<file path="config.mk">
export PLATFORM = sky130hd
export DESIGN_NAME = mvm_row_scheduler
export DESIGN_NICKNAME = d
export VERILOG_FILES = /design/src/rtl/mvm_pkg.sv /design/src/rtl/mvm_acc_pipe.sv /design/src/rtl/mvm_row_scheduler.sv
export SDC_FILE = /design/constraint.sdc
export NUM_CORES = 1
export LEC_CHECK = 0
export CAP_MARGIN = 20
export CORE_ASPECT_RATIO = 1.25
export CORE_UTILIZATION = 30
export CTS_BUF_LIST = sky130_fd_sc_hd__clkbuf_4
export CTS_CLUSTER_DIAMETER = 150
export CTS_CLUSTER_SIZE = 14
export DETAILED_ROUTE_END_ITERATION = 7
export PLACE_DENSITY = 0.66
export SYNTH_ARGS = -nofsm -noshare
export SYNTH_HDL_FRONTEND = slang
export SYNTH_SLANG_ARGS = --single-unit
</file>
<file path="constraint.sdc">
create_clock -name clk -period 1.63 [get_ports clk]
set_clock_uncertainty 0.05 [all_clocks]
set_input_delay 0.326 -clock clk [delete_from_list [all_inputs] [get_ports clk]]
set_output_delay 0.326 -clock clk [all_outputs]
set_load 0.01 [all_outputs]
</file>
<file path="src/rtl/mvm_pkg.sv">
// ---------------------------------------------------------------------------
// mvm_pkg
// Shared definitions for the matrix-vector row scheduler:
//   - sched_state_t  : scheduler FSM states
//   - mac_tag_t      : per-MAC-cycle tag fed into the accumulator control pipe
//   - M_DEFAULT / N_DEFAULT : default layer geometry (rows, vector length)
//   - ACC_PIPE_DEPTH : read latency (1) plus product register (1)
// ---------------------------------------------------------------------------
package mvm_pkg;

    localparam int unsigned M_DEFAULT      = 16;
    localparam int unsigned N_DEFAULT      = 8;
    localparam int unsigned ACC_PIPE_DEPTH = 2;

    typedef enum logic [2:0] {
        IDLE  = 3'd0,
        LOAD  = 3'd1,
        MAC   = 3'd2,
        DRAIN = 3'd3,
        OUT   = 3'd4
    } sched_state_t;

    // Tag describing the MAC cycle whose addresses are presented this cycle.
    typedef struct packed {
        logic first;  // MAC cycle 0 of a row (bias address valid)
        logic mac;    // any MAC cycle (one product will arrive)
        logic last;   // MAC cycle N-1 (final product of the row)
    } mac_tag_t;

endpackage

</file>
<file path="src/rtl/mvm_acc_pipe.sv">
// ---------------------------------------------------------------------------
// mvm_acc_pipe
// Delays the MAC-cycle tags so the accumulator strobes line up with the data
// returning from the memories. The bias arrives after the 1-cycle ROM read,
// each product after the read plus the product register (ACC_PIPE_DEPTH).
//
// Optional feature: define MVM_SCHED_RELU_EN to drive o_relu_en together with
// the final accumulate of a row; otherwise o_relu_en is tied low.
//
// Ports:
//   i_clk       clock
//   i_reset     asynchronous active-high reset
//   i_tag       MAC-cycle tag from the scheduler FSM
//   o_acc_load  load bias into accumulator (1 cycle after MAC cycle 0)
//   o_acc_en    add product into accumulator (2 cycles after each MAC cycle)
//   o_relu_en   clamp negative result, coincident with the last o_acc_en
// ---------------------------------------------------------------------------
module mvm_acc_pipe
    import mvm_pkg::*;
(
    input  logic     i_clk,
    input  logic     i_reset,
    input  mac_tag_t i_tag,
    output logic     o_acc_load,
    output logic     o_acc_en,
    output logic     o_relu_en
);

`ifdef MVM_SCHED_RELU_EN
    localparam bit RELU_ON = 1'b1;
`else
    localparam bit RELU_ON = 1'b0;
`endif

    logic                      r_load;
    logic [ACC_PIPE_DEPTH-1:0] r_mac_sr;
    logic [ACC_PIPE_DEPTH-1:0] r_last_sr;

    always_ff @(posedge i_clk or posedge i_reset) begin
        if (i_reset) begin
            r_load    <= 1'b0;
            r_mac_sr  <= '0;
            r_last_sr <= '0;
        end else begin
            r_load    <= i_tag.first;
            r_mac_sr  <= {r_mac_sr[ACC_PIPE_DEPTH-2:0], i_tag.mac};
            r_last_sr <= {r_last_sr[ACC_PIPE_DEPTH-2:0], i_tag.last};
        end
    end

    assign o_acc_load = r_load;
    assign o_acc_en   = r_mac_sr[ACC_PIPE_DEPTH-1];
    assign o_relu_en  = RELU_ON & r_last_sr[ACC_PIPE_DEPTH-1];

endmodule

</file>
<file path="src/rtl/mvm_row_scheduler.sv">
// ---------------------------------------------------------------------------
// mvm_row_scheduler
// Control for a row-serial matrix-vector multiply: loads the N-word input
// vector into x-memory, then for each of M output rows sweeps N MAC cycles
// over x-memory and the weight ROM, drains the accumulator pipeline and
// presents the row result with a valid/ready handshake. After the last row
// the next input vector is loaded.
//
// Optional feature: MVM_SCHED_RELU_EN (see mvm_acc_pipe) enables relu_en.
//
// Ports:
//   clk, reset        clock, asynchronous active-high reset
//   s_valid / s_ready upstream input-word handshake (LOAD only)
//   m_valid / m_ready row-result handshake (OUT only)
//   wr_en_x           x-memory write strobe (s_valid & s_ready)
//   addr_x            x-memory address (write in LOAD, read in MAC)
//   addr_w            weight ROM address, row_idx*N + j in MAC
//   addr_b            bias ROM address (current row)
//   acc_load, acc_en  accumulator bias-load / product-add strobes
//   relu_en           clamp-negative strobe on the final add
//   row_idx           current output row
// ---------------------------------------------------------------------------
module mvm_row_scheduler
    import mvm_pkg::*;
#(
    parameter int unsigned M = M_DEFAULT,
    parameter int unsigned N = N_DEFAULT
) (
    input  logic                   clk,
    input  logic                   reset,
    input  logic                   s_valid,
    output logic                   s_ready,
    input  logic                   m_ready,
    output logic                   m_valid,
    output logic                   wr_en_x,
    output logic [$clog2(N)-1:0]   addr_x,
    output logic [$clog2(M*N)-1:0] addr_w,
    output logic [$clog2(M)-1:0]   addr_b,
    output logic                   acc_load,
    output logic                   acc_en,
    output logic                   relu_en,
    output logic [$clog2(M)-1:0]   row_idx
);

    localparam int unsigned XW = $clog2(N);
    localparam int unsigned WW = $clog2(M*N);
    localparam int unsigned BW = $clog2(M);

    localparam logic [XW-1:0] CNT_LAST   = XW'(N - 1);
    localparam logic [XW-1:0] DRAIN_LAST = XW'(ACC_PIPE_DEPTH - 1);
    localparam logic [BW-1:0] ROW_LAST   = BW'(M - 1);
    localparam logic [WW-1:0] W_STRIDE   = WW'(N);

    sched_state_t  r_state;
    sched_state_t  w_state_nxt;
    // Shared counter: word index in LOAD, MAC cycle j in MAC, drain cycle in DRAIN.
    logic [XW-1:0] r_cnt;
    logic [XW-1:0] w_cnt_nxt;
    logic [BW-1:0] r_row;
    logic [BW-1:0] w_row_nxt;
    // Base weight address of the current row (row_idx*N), kept incrementally.
    logic [WW-1:0] r_wbase;
    logic [WW-1:0] w_wbase_nxt;
    mac_tag_t      w_tag;

    always_ff @(posedge clk or posedge reset) begin
        if (reset) begin
            r_state <= IDLE;
            r_cnt   <= '0;
            r_row   <= '0;
            r_wbase <= '0;
        end else begin
            r_state <= w_state_nxt;
            r_cnt   <= w_cnt_nxt;
            r_row   <= w_row_nxt;
            r_wbase <= w_wbase_nxt;
        end
    end

    always_comb begin
        w_state_nxt = r_state;
        w_cnt_nxt   = r_cnt;
        w_row_nxt   = r_row;
        w_wbase_nxt = r_wbase;
        w_tag       = '0;
        s_ready     = 1'b0;
        m_valid     = 1'b0;
        wr_en_x     = 1'b0;
        addr_x      = '0;
        addr_w      = r_wbase;

        unique case (r_state)
            IDLE: begin
                w_state_nxt = LOAD;
            end

            LOAD: begin
                s_ready = 1'b1;
                wr_en_x = s_valid;
                addr_x  = r_cnt;
                if (s_valid) begin
                    if (r_cnt == CNT_LAST) begin
                        w_cnt_nxt   = '0;
                        w_row_nxt   = '0;
                        w_wbase_nxt = '0;
                        w_state_nxt = MAC;
                    end else begin
                        w_cnt_nxt = r_cnt + 1'b1;
                    end
                end
            end

            MAC: begin
                addr_x     = r_cnt;
                addr_w     = r_wbase + WW'(r_cnt);
                w_tag.mac   = 1'b1;
                w_tag.first = (r_cnt == '0);
                w_tag.last  = (r_cnt == CNT_LAST);
                if (r_cnt == CNT_LAST) begin
                    w_cnt_nxt   = '0;
                    w_state_nxt = DRAIN;
                end else begin
                    w_cnt_nxt = r_cnt + 1'b1;
                end
            end

            // Wait for the last product to clear the read + product registers.
            DRAIN: begin
                if (r_cnt == DRAIN_LAST) begin
                    w_cnt_nxt   = '0;
                    w_state_nxt = OUT;
                end else begin
                    w_cnt_nxt = r_cnt + 1'b1;
                end
            end

            OUT: begin
                m_valid = 1'b1;
                if (m_ready) begin
                    if (r_row == ROW_LAST) begin
                        w_row_nxt   = '0;
                        w_wbase_nxt = '0;
                        w_state_nxt = LOAD;
                    end else begin
                        w_row_nxt   = r_row + 1'b1;
                        w_wbase_nxt = r_wbase + W_STRIDE;
                        w_state_nxt = MAC;
                    end
                end
            end

            default: begin
                w_state_nxt = IDLE;
            end
        endcase
    end

    assign addr_b  = r_row;
    assign row_idx = r_row;

    mvm_acc_pipe u_acc_pipe (
        .i_clk      (clk),
        .i_reset    (reset),
        .i_tag      (w_tag),
        .o_acc_load (acc_load),
        .o_acc_en   (acc_en),
        .o_relu_en  (relu_en)
    );

endmodule
</file>
==> results of run 1 <==
[kinds of logic (layout without fill, tap and decap cells)]
kind of cell,after synthesis,in the layout,share of synthesized area
simple gates,46,46,0.2379
compound gates,27,27,0.1545
buf+inv,18,79,0.09019
flops,17,17,0.3833
fa+ha+maj,8,8,0.09020
xor+xnor,4,4,0.03156
other cells,1,2,0.003379
mux,1,1,0.009020
[area by class of cell]
class | instances | share of cell area
Clock inverter | 1 | 0.002663
Multi-Input combinational cell | 88 | 0.3948
Timing Repair Buffer | 68 | 0.3189
Clock buffer | 3 | 0.01198
Tap cell | 39 | 0.02597
Sequential cell | 17 | 0.2264
Inverter | 7 | 0.01931
[synth_stat cells (2+ instances only)]
cell type	n
a21oi_1	4
and2_1	3
buf_4	5
clkbuf_1	4
dfrtp_1	17
ha_1	8
inv_1	6
nand2_1	10
nand2b_1	2
nand3_1	5
nand3b_1	2
nor2_1	6
nor3_1	3
nor3b_1	3
o21ai_0	8
o21ai_1	2
o31ai_1	2
or2_1	2
or4_1	2
xnor2_1	4
[per-layer routing]
| metal | share of wire | vias up | global-route usage |
|---|---|---|---|
| met3 | 0.031 | 2 | 0.01852 |
| li1 | - | 547 | - |
| met4 | 0.0058 | 0 | 0.03252 |
| met1 | 0.39 | 524 | 0.1688 |
| met5 | 0 | - | 0 |
| met2 | 0.57 | 22 | 0.3254 |
[path summary, 6_finish.rpt]
path	depth (start not counted)	endpoint	slack [ns]	start
min	3	u_acc_pipe.r_mac_sr[0]	0.28	reset
min reg2reg	0	u_acc_pipe.r_mac_sr[1]	0.32	u_acc_pipe.r_mac_sr[0]
max reg2reg	7	r_wbase[6]	-0.21	r_state[0]
min in group clk	0	u_acc_pipe.r_mac_sr[1]	0.32	u_acc_pipe.r_mac_sr[0]
max in group asynchronous	3	addr_b[2]	1.05	reset
max	7	r_wbase[6]	-0.21	r_state[0]
[metrics by stage]
| stage | setup WS [ns] | power, mW | std cells | instance area (sq um) | utilization |
|---|---|---|---|---|---|
| 2_1_floorplan | -0.07134 | 1.529 | 123 | 1114 | - |
| 6_report | -0.2109 | 3.043 | 223 | 1879 | 0.5349 |
| 3_3_place_gp | -0.2960 | 2.204 | 201 | 1534 | 0.4366 |
| 3_5_place_dp | -0.3612 | 2.253 | 201 | 1534 | 0.4366 |
| 5_1_grt | -0.2617 | 3.284 | 223 | 1879 | 0.5349 |
| 4_1_cts | -0.2219 | 2.780 | 219 | 1739 | 0.4950 |
[repair_timing]
item / CTS / global route
endpoints found under the setup margin: 30 / 23
hold buffers: 0 / 0
gates resized for setup: 71 / 31
buffers inserted: 14 / 5
pin swaps: 17 / 12
[sequential cells by signal (all words and copies together), names as in the netlist]
register / count
addr_b: 4
r_wbase: 4
r_cnt: 3
r_state: 3
u_acc_pipe.r_mac_sr: 2
u_acc_pipe.o_acc_load: 1
[power groups by stage]
stage | sequential [mW] | clock, mW | combinational (mW)
finish | 0.675 | 0.235 | 2.13
global route | 0.707 | 0.261 | 2.32
CTS | 0.672 | 0.242 | 1.87
detailed placement | 0.692 | 0 | 1.56
global placement | 0.681 | 0 | 1.52
floorplan | 0.710 | 0 | 0.819
[worst min-delay path, cell delays in order]
cell and delay, ns:
clkdlybuf4s50_1 0.40, inv_1 0.05, buf_4 0.24
==> results.json, run 1 <==
{
  "yosysUniqueCellTypes": 44,
  "synth-edff-count": 0,
  "insertedDiodeCount": 0,
  "die_x_microns": 56.40,
  "worstPathRequired_ns": 1.81,
  "cts.path.max_buffers": 2,
  "rsz0062_at_grt": "yes",
  "crit_chain": "buf_6 -> or3b_4 -> clkinv_4 -> buf_6 -> nand2_4 -> or4_4 -> o21ai_2",
  "switching_share": 0.3931,
  "cts_tree": "built",
  "period_share": 1.129,
  "antenna_found_initial": 0,
  "whs_ns": 0.2825,
  "ff_latch_area_sq_um": 425.4,
  "synth_area_leader_cell": "dfrtp_1",
  "cpPeakStageDelay_ns": 0.51,
  "multi_input_area_sq_um": 742.0,
  "combPwrFrac": 0.701,
  "dp_hpwl_microns": 2014,
  "antenna_left": 0,
  "synthToLayoutAreaGrowth_pct": 69.33,
  "fmax_ghz": 0.5432,
  "overflow": 0,
  "wl_per_cell_microns": 13.18,
  "setup_ws_ns": -0.2109,
  "final-hold-violation-count": 0,
  "critPathTopFamily": "simple AND/OR/NAND/NOR gates",
  "path_max_fanout": 5,
  "setup_viol": 17,
  "internal_power_mw": 1.847,
  "synthFlopType": "dfrtp_1",
  "start_util": 0.3159,
  "path_common_cell": "buf_6",
  "n_fill_cell": 333,
  "io_buffers": 26,
  "num_rows": 24,
  "power.share.sequential": 0.222,
  "final_cell_mix": "buf_4 (30), dfrtp_1 (17), buf_6 (14)",
  "nets": 197,
  "min_period_ns": 1.841,
  "cts_max_level": 1,
  "run_status": "complete, but fails checks",
  "arrival_ns": 2.02,
  "path_buf_inv": 3,
  "drc": 0,
  "critPathLaunchType": "flop",
  "finalSetupTns_ns": -2.187,
  "p_switching_mw": 1.196,
  "numCtsBuffers": 3,
  "dieArea_sq_um": 3948,
  "power_density_nw_per_um2": 1619,
  "async_flop_share": 1.000,
  "ir_drop_mv": 0.9605,
  "drive_gt1_frac": 0.4837,
  "power.share.clock": 0.077,
  "hold_class": "input pin to asynchronous set/reset pin",
  "via_per_inst": 4.910,
  "violations": "negative setup slack",
  "ys_ff_latch": 17,
  "synth.avg_cell_area_sq_um": 9.097,
  "drtIter0Drc": 22,
  "p_leak_nw": 0.8642,
  "path_class": "flop to flop",
  "grt_max_degree": 18,
  "clk_pin_slew_worst_paths_ns": 0.11,
  "yosysWarnings": 0,
  "clock-sinks": 17,
  "core_area_sq_um": 3513,
  "cts-root-buf": "clkbuf_4",
  "via_count": 1095,
  "grt_pass1_wl_microns": 5016,
  "die_y_microns": 70,
  "firstDrtPassIters": 4,
  "wirelength_microns": 2940,
  "drv_cap": 0,
  "pin_count": 28,
  "finalWeightedCongestion": 0.8381,
  "grt_use_total": 0.1592,
  "syn_inst": 122,
  "worstSetupEndpointType": "flop",
  "clock_latency_ns": 0.29,
  "finalMaxSlewViolations": 0,
  "first_global_vias": 1128,
  "crit_slowest_cell": "or4_4",
  "syn_area_sq_um": 1110,
  "ys_seq_area_frac": 0.3833,
  "synth.area.top_cells": "dfrtp_1 (38%), ha_1 (9.0%), o21ai_0 (3.6%), buf_4 (3.4%), nand2_1 (3.4%)",
  "layout_commonest_cell": "buf_4",
  "synth_top_area_frac": 0.3833
}
No activity file was read; power rests on OpenSTA's default activity.
==> inputs of run 2 (changes only) <==
DONT_BUFFER_PORTS = 1   (was unset)
PLACE_DENSITY = 0.56   (was 0.66)
==> run 2 against run 1 <==
  * The flow still finishes with violations (negative setup slack)
  * Critical endpoint is now addr_w[1]
  * Critical path depth decreased by 4
  * Critical path type is now flop to primary output
  * Maximum frequency increased by 3.5%
  * Core utilization decreased by 11 points
  * Setup slack improved by 0.063 ns
  * Die area unchanged
  * Combinational power decreased by 23%
  * Clock-buffer cell count increased by 1
  * Global-route usage decreased by 1.5 points
  * Wire length decreased by 11%
  * First-iteration DRC count decreased by 45%
==> results.json, run 2 (synthesis results as in run 1) <==
{
  "cpPeakStageDelay_ns": 0.47,
  "power_density_nw_per_um2": 1723,
  "ff_latch_area_sq_um": 426.7,
  "clock_latency_ns": 0.29,
  "path_max_fanout": 5,
  "via_per_inst": 5.095,
  "grt_use_total": 0.1441,
  "cts_max_level": 1,
  "grt_pass1_wl_microns": 4533,
  "hold_class": "input pin to flop",
  "nets": 163,
  "wirelength_met1_microns": 1045,
  "insertedDiodeCount": 0,
  "overflow": 0,
  "period_share": 1.091,
  "fmax_ghz": 0.5624,
  "final-hold-violation-count": 0,
  "clock-sinks": 17,
  "grt_max_degree": 18,
  "synthToLayoutAreaGrowth_pct": 35.40,
  "critPathLaunchType": "flop",
  "drive_gt1_frac": 0.4000,
  "cts-root-buf": "clkbuf_4",
  "rsz0062_at_grt": "yes",
  "dp_hpwl_microns": 1929,
  "die_y_microns": 70,
  "post_dp_cell_area_sq_um": 1259,
  "setup_viol": 15,
  "holdPathStages": 1,
  "maxSlewHeadroom": 0.5523,
  "internal_power_mw": 1.512,
  "n_fill_cell": 351,
  "switching_share": 0.4161,
  "tightestPinTransition_ns": 0.6708,
  "met3_length_microns": 87,
  "arrival_ns": 1.40,
  "worstSetupEndpointType": "primary output",
  "crit_slowest_cell": "or3b_4",
  "reg2reg_depth": 6,
  "setup_ws_ns": -0.1480,
  "core_area_sq_um": 3513,
  "crit_chain": "or3b_4 -> inv_2 -> and2_4",
  "min_period_ns": 1.778,
  "via_count": 963,
  "violations": "negative setup slack",
  "io_buffers": 0,
  "pin_count": 28,
  "finalWeightedCongestion": 0.8755,
  "wirelength_microns": 2618,
  "top_layer": "met4",
  "die_x_microns": 56.40,
  "p_switching_mw": 1.078,
  "ir_drop_mv": 1.207,
  "antenna_found_initial": 0,
  "final_cell_mix": "buf_4 (27), dfrtp_1 (16), nand2_1 (10)",
  "drc": 0,
  "multi_input_area_sq_um": 681.9,
  "numCtsBuffers": 3,
  "run_status": "complete, but fails checks",
  "worstPathRequired_ns": 1.25,
  "cts_tree": "built",
  "layout_commonest_cell": "buf_4",
  "antenna_left": 0,
  "first_global_vias": 980,
  "drtIter0Drc": 12,
  "start_util": 0.3159,
  "clk_pin_slew_worst_paths_ns": 0.10,
  "drv_cap": 0,
  "whs_ns": 0.08178,
  "stdcell_area_sq_um": 1503,
  "p_leak_nw": 0.6635,
  "power.share.sequential": 0.267,
  "cts.path.max_buffers": 2,
  "firstDrtPassIters": 4,
  "wl_met2_microns": 1457,
  "wl_per_cell_microns": 13.85,
  "dieArea_sq_um": 3948,
  "combPwrFrac": 0.637,
  "finalMaxSlewViolations": 0,
  "path_class": "flop to primary output",
  "power.share.clock": 0.095,
  "finalPower_mw": 2.590,
  "num_rows": 24
}
==> run 2: per-stage QoR <==
step	utilization	worst slack, ns	setup TNS [ns]	instances
global placement	0.3583	-0.01373	-0.03152	173
detailed placement	0.3583	-0.07012	-0.2355	173
finish	0.4277	-0.1480	-0.8717	189
CTS	0.4120	-0.1216	-0.8844	187
floorplan	-	-0.07134	-0.1348	123
global route	0.4277	-0.2102	-2.142	189
==> run 2: worst max-delay path: cells and delay by family (launching register included) <==
kind / cells / cell delay (ns)
buffers and inverters: 1 / 0.08
flip-flops: 1 / 0.43
AND/OR/NAND/NOR: 2 / 0.62
==> run 2: routing by layer <==
metal	vias to the layer above	GRT usage
met3	2	0.02222
met4	0	0.06504
li1	477	-
met2	19	0.2646
met5	-	0
met1	465	0.1604
==> run 2: power groups by stage <==
stage                     Sequential [mW]  Combinational [mW]  Clock [mW]
final                               0.692                1.65       0.247
after global routing                0.714                1.80       0.285
after CTS                           0.691                1.55       0.254
after detailed placement            0.700                1.22           0
after global placement              0.693                1.19           0
after floorplan                     0.710               0.819           0
==> run 2: area by class of cell <==
cell class / count / share of cell area
Clock buffer: 4 / 0.01998
Inverter: 7 / 0.02331
Multi-Input combinational cell: 88 / 0.4538
Sequential cell: 17 / 0.2839
Tap cell: 39 / 0.03247
Timing Repair Buffer: 34 / 0.1865
==> run 2: what timing repair did <==
action                     in CTS  in global routing
setup endpoints to repair      15                 20
gates resized for setup        19                 14
setup buffers                   9                  2
pin swaps                       9                  6
hold buffers                    1                  0
hold endpoints to repair       17                  0
==> run 2: worst paths after layout <==
| kind | startpoint | slack (ns) | end |
|---|---|---|---|
| max in group asynchronous | reset | 0.54 | r_state[1] |
| worst min register to register | u_acc_pipe.r_mac_sr[0] | 0.31 | u_acc_pipe.r_mac_sr[1] |
| min in group asynchronous | reset | 0.52 | u_acc_pipe.r_mac_sr[0] |
| worst min-delay path | m_ready | 0.08 | r_state[2] |
| worst max register to register | r_state[2] | -0.11 | r_wbase[6] |
| worst max-delay path | r_state[0] | -0.15 | addr_w[1] |
==> inputs of run 3 (changes only) <==
ABC_AREA = 1   (was unset)
GPL_TIMING_DRIVEN = 0   (was unset)
==> run 3 against run 2 <==
  * The flow now finishes without violations
  * Wire length down 5.1%
  * Combinational power down 12%
  * Hold slack improved by 0.14 ns
  * Largest cell class unchanged
  * Synthesized cell count grew 28%
  * Critical endpoint is now addr_w[2]
  * Die area rose by 6.5%
  * Core utilization down 3.1 points
  * Maximum frequency grew 9.1%
==> results.json, run 3 <==
{
  "wl_per_cell_microns": 10.94,
  "clock-sinks": 17,
  "hold_end": "r_state[2]",
  "r2r_end": "addr_b[1]",
  "first_global_vias": 882,
  "synth_top_area_frac": 0.3590,
  "via_count": 1004,
  "drc": 0,
  "dieArea_sq_um": 4207,
  "num_rows": 25,
  "setup_viol": 0,
  "synthToLayoutAreaGrowth_pct": 26.82,
  "cts-root-buf": "clkbuf_4",
  "die_y_microns": 72.27,
  "arrival_ns": 1.25,
  "start_util": 0.3131,
  "finalMaxSlewViolations": 0,
  "hold_class": "input pin to flop",
  "power_density_nw_per_um2": 1554,
  "insertedDiodeCount": 0,
  "path_class": "flop to primary output",
  "run_status": "finished clean",
  "worstSetupEndpointType": "primary output",
  "combPwrFrac": 0.623,
  "drv_cap": 0,
  "holdPathStages": 2,
  "rrSetupSlack_ns": 0.07,
  "multi_input_area_sq_um": 706.9,
  "reg2reg_depth": 10,
  "maxSlewHeadroom": 0.5589,
  "grt_use_total": 0.1218,
  "p_switching_mw": 1.104,
  "async_flop_share": 1.000,
  "yosysMostFrequentCell": "nand2_1",
  "nets": 186,
  "via_per_inst": 4.423,
  "path_max_fanout": 4,
  "cpPeakStageDelay_ns": 0.45,
  "drtIter0Drc": 30,
  "synthTopCellsByCount": "nand2_1 (41), inv_1 (19), dfrtp_1 (17), nand3_1 (13), nor2_1 (12)",
  "power.share.clock": 0.103,
  "worstPathRequired_ns": 1.25,
  "layout_commonest_cell": "nand2_1",
  "synthFlopType": "dfrtp_1",
  "drive_gt1_frac": 0.3642,
  "synth_area_leader_cell": "dfrtp_1",
  "fin_util": 0.3970,
  "switching_share": 0.4729,
  "crit_chain": "nor2_4 -> nand2_4 -> buf_6 -> a21oi_4",
  "cts_max_level": 1,
  "syn_inst": 156,
  "wirelength_microns": 2484,
  "finalWeightedCongestion": 0.7692,
  "antenna_found_initial": 0,
  "final-hold-violation-count": 0,
  "antenna_left": 0,
  "ys_ff_latch": 17,
  "crit_slowest_cell": "dfrtp_2",
  "firstDrtPassIters": 4,
  "overflow": 0,
  "critPathLaunchType": "flop",
  "final_cell_mix": "nand2_1 (38), inv_1 (14), buf_4 (14)",
  "power.share.sequential": 0.274,
  "grt_pass1_wl_microns": 3946,
  "pin_count": 28,
  "io_buffers": 0,
  "clk_pin_slew_worst_paths_ns": 0.10,
  "clock_latency_ns": 0.28,
  "hp-start": "m_ready",
  "die_x_microns": 58.21,
  "n_fill_cell": 389,
  "p_leak_nw": 0.7561,
  "numCtsBuffers": 3,
  "regToRegStartpoint": "r_state[2]",
  "synth-edff-count": 0,
  "synth.avg_cell_area_sq_um": 7.595,
  "yosysUniqueCellTypes": 27,
  "rsz0062_at_grt": "yes",
  "syn_area_sq_um": 1185,
  "min_period_ns": 1.629,
  "fmax_ghz": 0.6138,
  "cts.path.max_buffers": 2,
  "yosysWarnings": 0,
  "tightestPinTransition_ns": 0.6609,
  "ys_seq_area_frac": 0.3590,
  "finalPower_mw": 2.335,
  "cts_tree": "built",
  "ir_drop_mv": 0.5705,
  "dp_hpwl_microns": 1764,
  "grt_max_degree": 18,
  "internal_power_mw": 1.231,
  "ff_latch_area_sq_um": 430.4,
  "core_area_sq_um": 3785,
  "synth.area.top_cells": "dfrtp_1 (36%), nand2_1 (13%), ha_1 (8.4%), o21ai_2 (6.7%), inv_1 (6.0%)",
  "period_share": 0.9995
}
==> run 3: changes by cell type in the layout (fill, tap and decap cells not counted), moves of 4 or more <==
| cell | change |
|---|---|
| nand2_1 | +28 |
| buf_4 | -13 |
| inv_1 | +10 |
| o21ai_2 | +10 |
| inv_2 | +7 |
| nand3_1 | +7 |
| nor2_4 | +5 |
| o21ai_1 | -5 |
| a21oi_1 | -4 |
| nand2_2 | +4 |
==> run 3: per-stage QoR <==
| step | setup WS [ns] | hold WS (ns) | instance area (sq um) | setup TNS [ns] | cells |
|---|---|---|---|---|---|
| global route | -0.05427 | 0.2411 | 1503 | -0.3212 | 227 |
| floorplan | 0.2057 | 0.2021 | 1189 | 0 | 157 |
| finish | 0.0007424 | 0.2189 | 1503 | 0 | 227 |
| global placement | 0.03384 | 0.2820 | 1256 | 0 | 211 |
| CTS | -0.04132 | 0.2259 | 1414 | -0.1232 | 224 |
| detailed placement | 0.01900 | 0.2856 | 1256 | 0 | 211 |
==> run 3: area by class of cell <==
type,count,area share
Multi-Input combinational cell,108,0.4704
Sequential cell,17,0.2864
Timing Repair Buffer,13,0.07411
Inverter,23,0.06078
Tap cell,54,0.04496
Buffer,8,0.04330
Clock buffer,4,0.01998
==> run 3: worst max-delay path by stage <==
stage                     from   endpoint  slack (ns)  depth (start not counted)
floorplan           r_state[2]  addr_x[0]        0.21                          6
global placement    r_state[2]  addr_x[1]        0.03                          6
detailed placement  r_state[2]  addr_w[6]        0.02                          5
CTS                 r_state[0]  addr_w[1]       -0.04                          4
global route        r_state[2]  addr_w[2]       -0.05                          4
finish              r_state[2]  addr_w[2]      0.0007                          4
==> run 3: timing repair <==
item	in CTS	in global routing
buffers inserted	9	3
gates resized for setup	18	21
pin swaps	1	6
hold buffers	1	0
endpoints found under the setup margin	8	16
endpoints found under the hold margin	17	0
==> run 3: kinds of logic (layout without fill, tap and decap cells) <==
group	after synthesis	in the layout	synth area share
flops	17	17	0.3590
simple gates	75	75	0.2788
fa+ha+maj	8	8	0.08448
buf+inv	32	48	0.1278
xor+xnor	5	5	0.03697
compound gates	18	18	0.1098
other cells	1	2	0.003165
==> run 3: critical path, delay by kind of cell, from the launching register on <==
kind,cells,cell delay [ns]
flip-flops,1,0.45
buffers and inverters,1,0.13
AO/OA/AOI/OAI,1,0.13
AND/OR/NAND/NOR,2,0.26
==> run 3: per-layer routing <==
| metal | vias to the layer above | track usage | part of all wire | routed length [microns] |
|---|---|---|---|---|
| li1 | 515 | - | - | - |
| met1 | 470 | 0.1453 | 0.44 | 1091 |
| met2 | 17 | 0.2082 | 0.52 | 1284 |
| met3 | 2 | 0.01961 | 0.028 | 69 |
| met4 | 0 | 0.06349 | 0.015 | 38 |
| met5 | - | 0 | 0 | 0 |
==> run 3: power by group through the flow <==
| stage | Clock [mW] | Sequential (mW) | Combinational [mW] |
|---|---|---|---|
| 6_report | 0.241 | 0.639 | 1.46 |
| 5_1_grt | 0.266 | 0.655 | 1.62 |
| 4_1_cts | 0.251 | 0.628 | 1.23 |
| 3_5_place_dp | 0 | 0.646 | 0.928 |
| 3_3_place_gp | 0 | 0.646 | 0.927 |
| 2_1_floorplan | 0 | 0.622 | 0.766 |
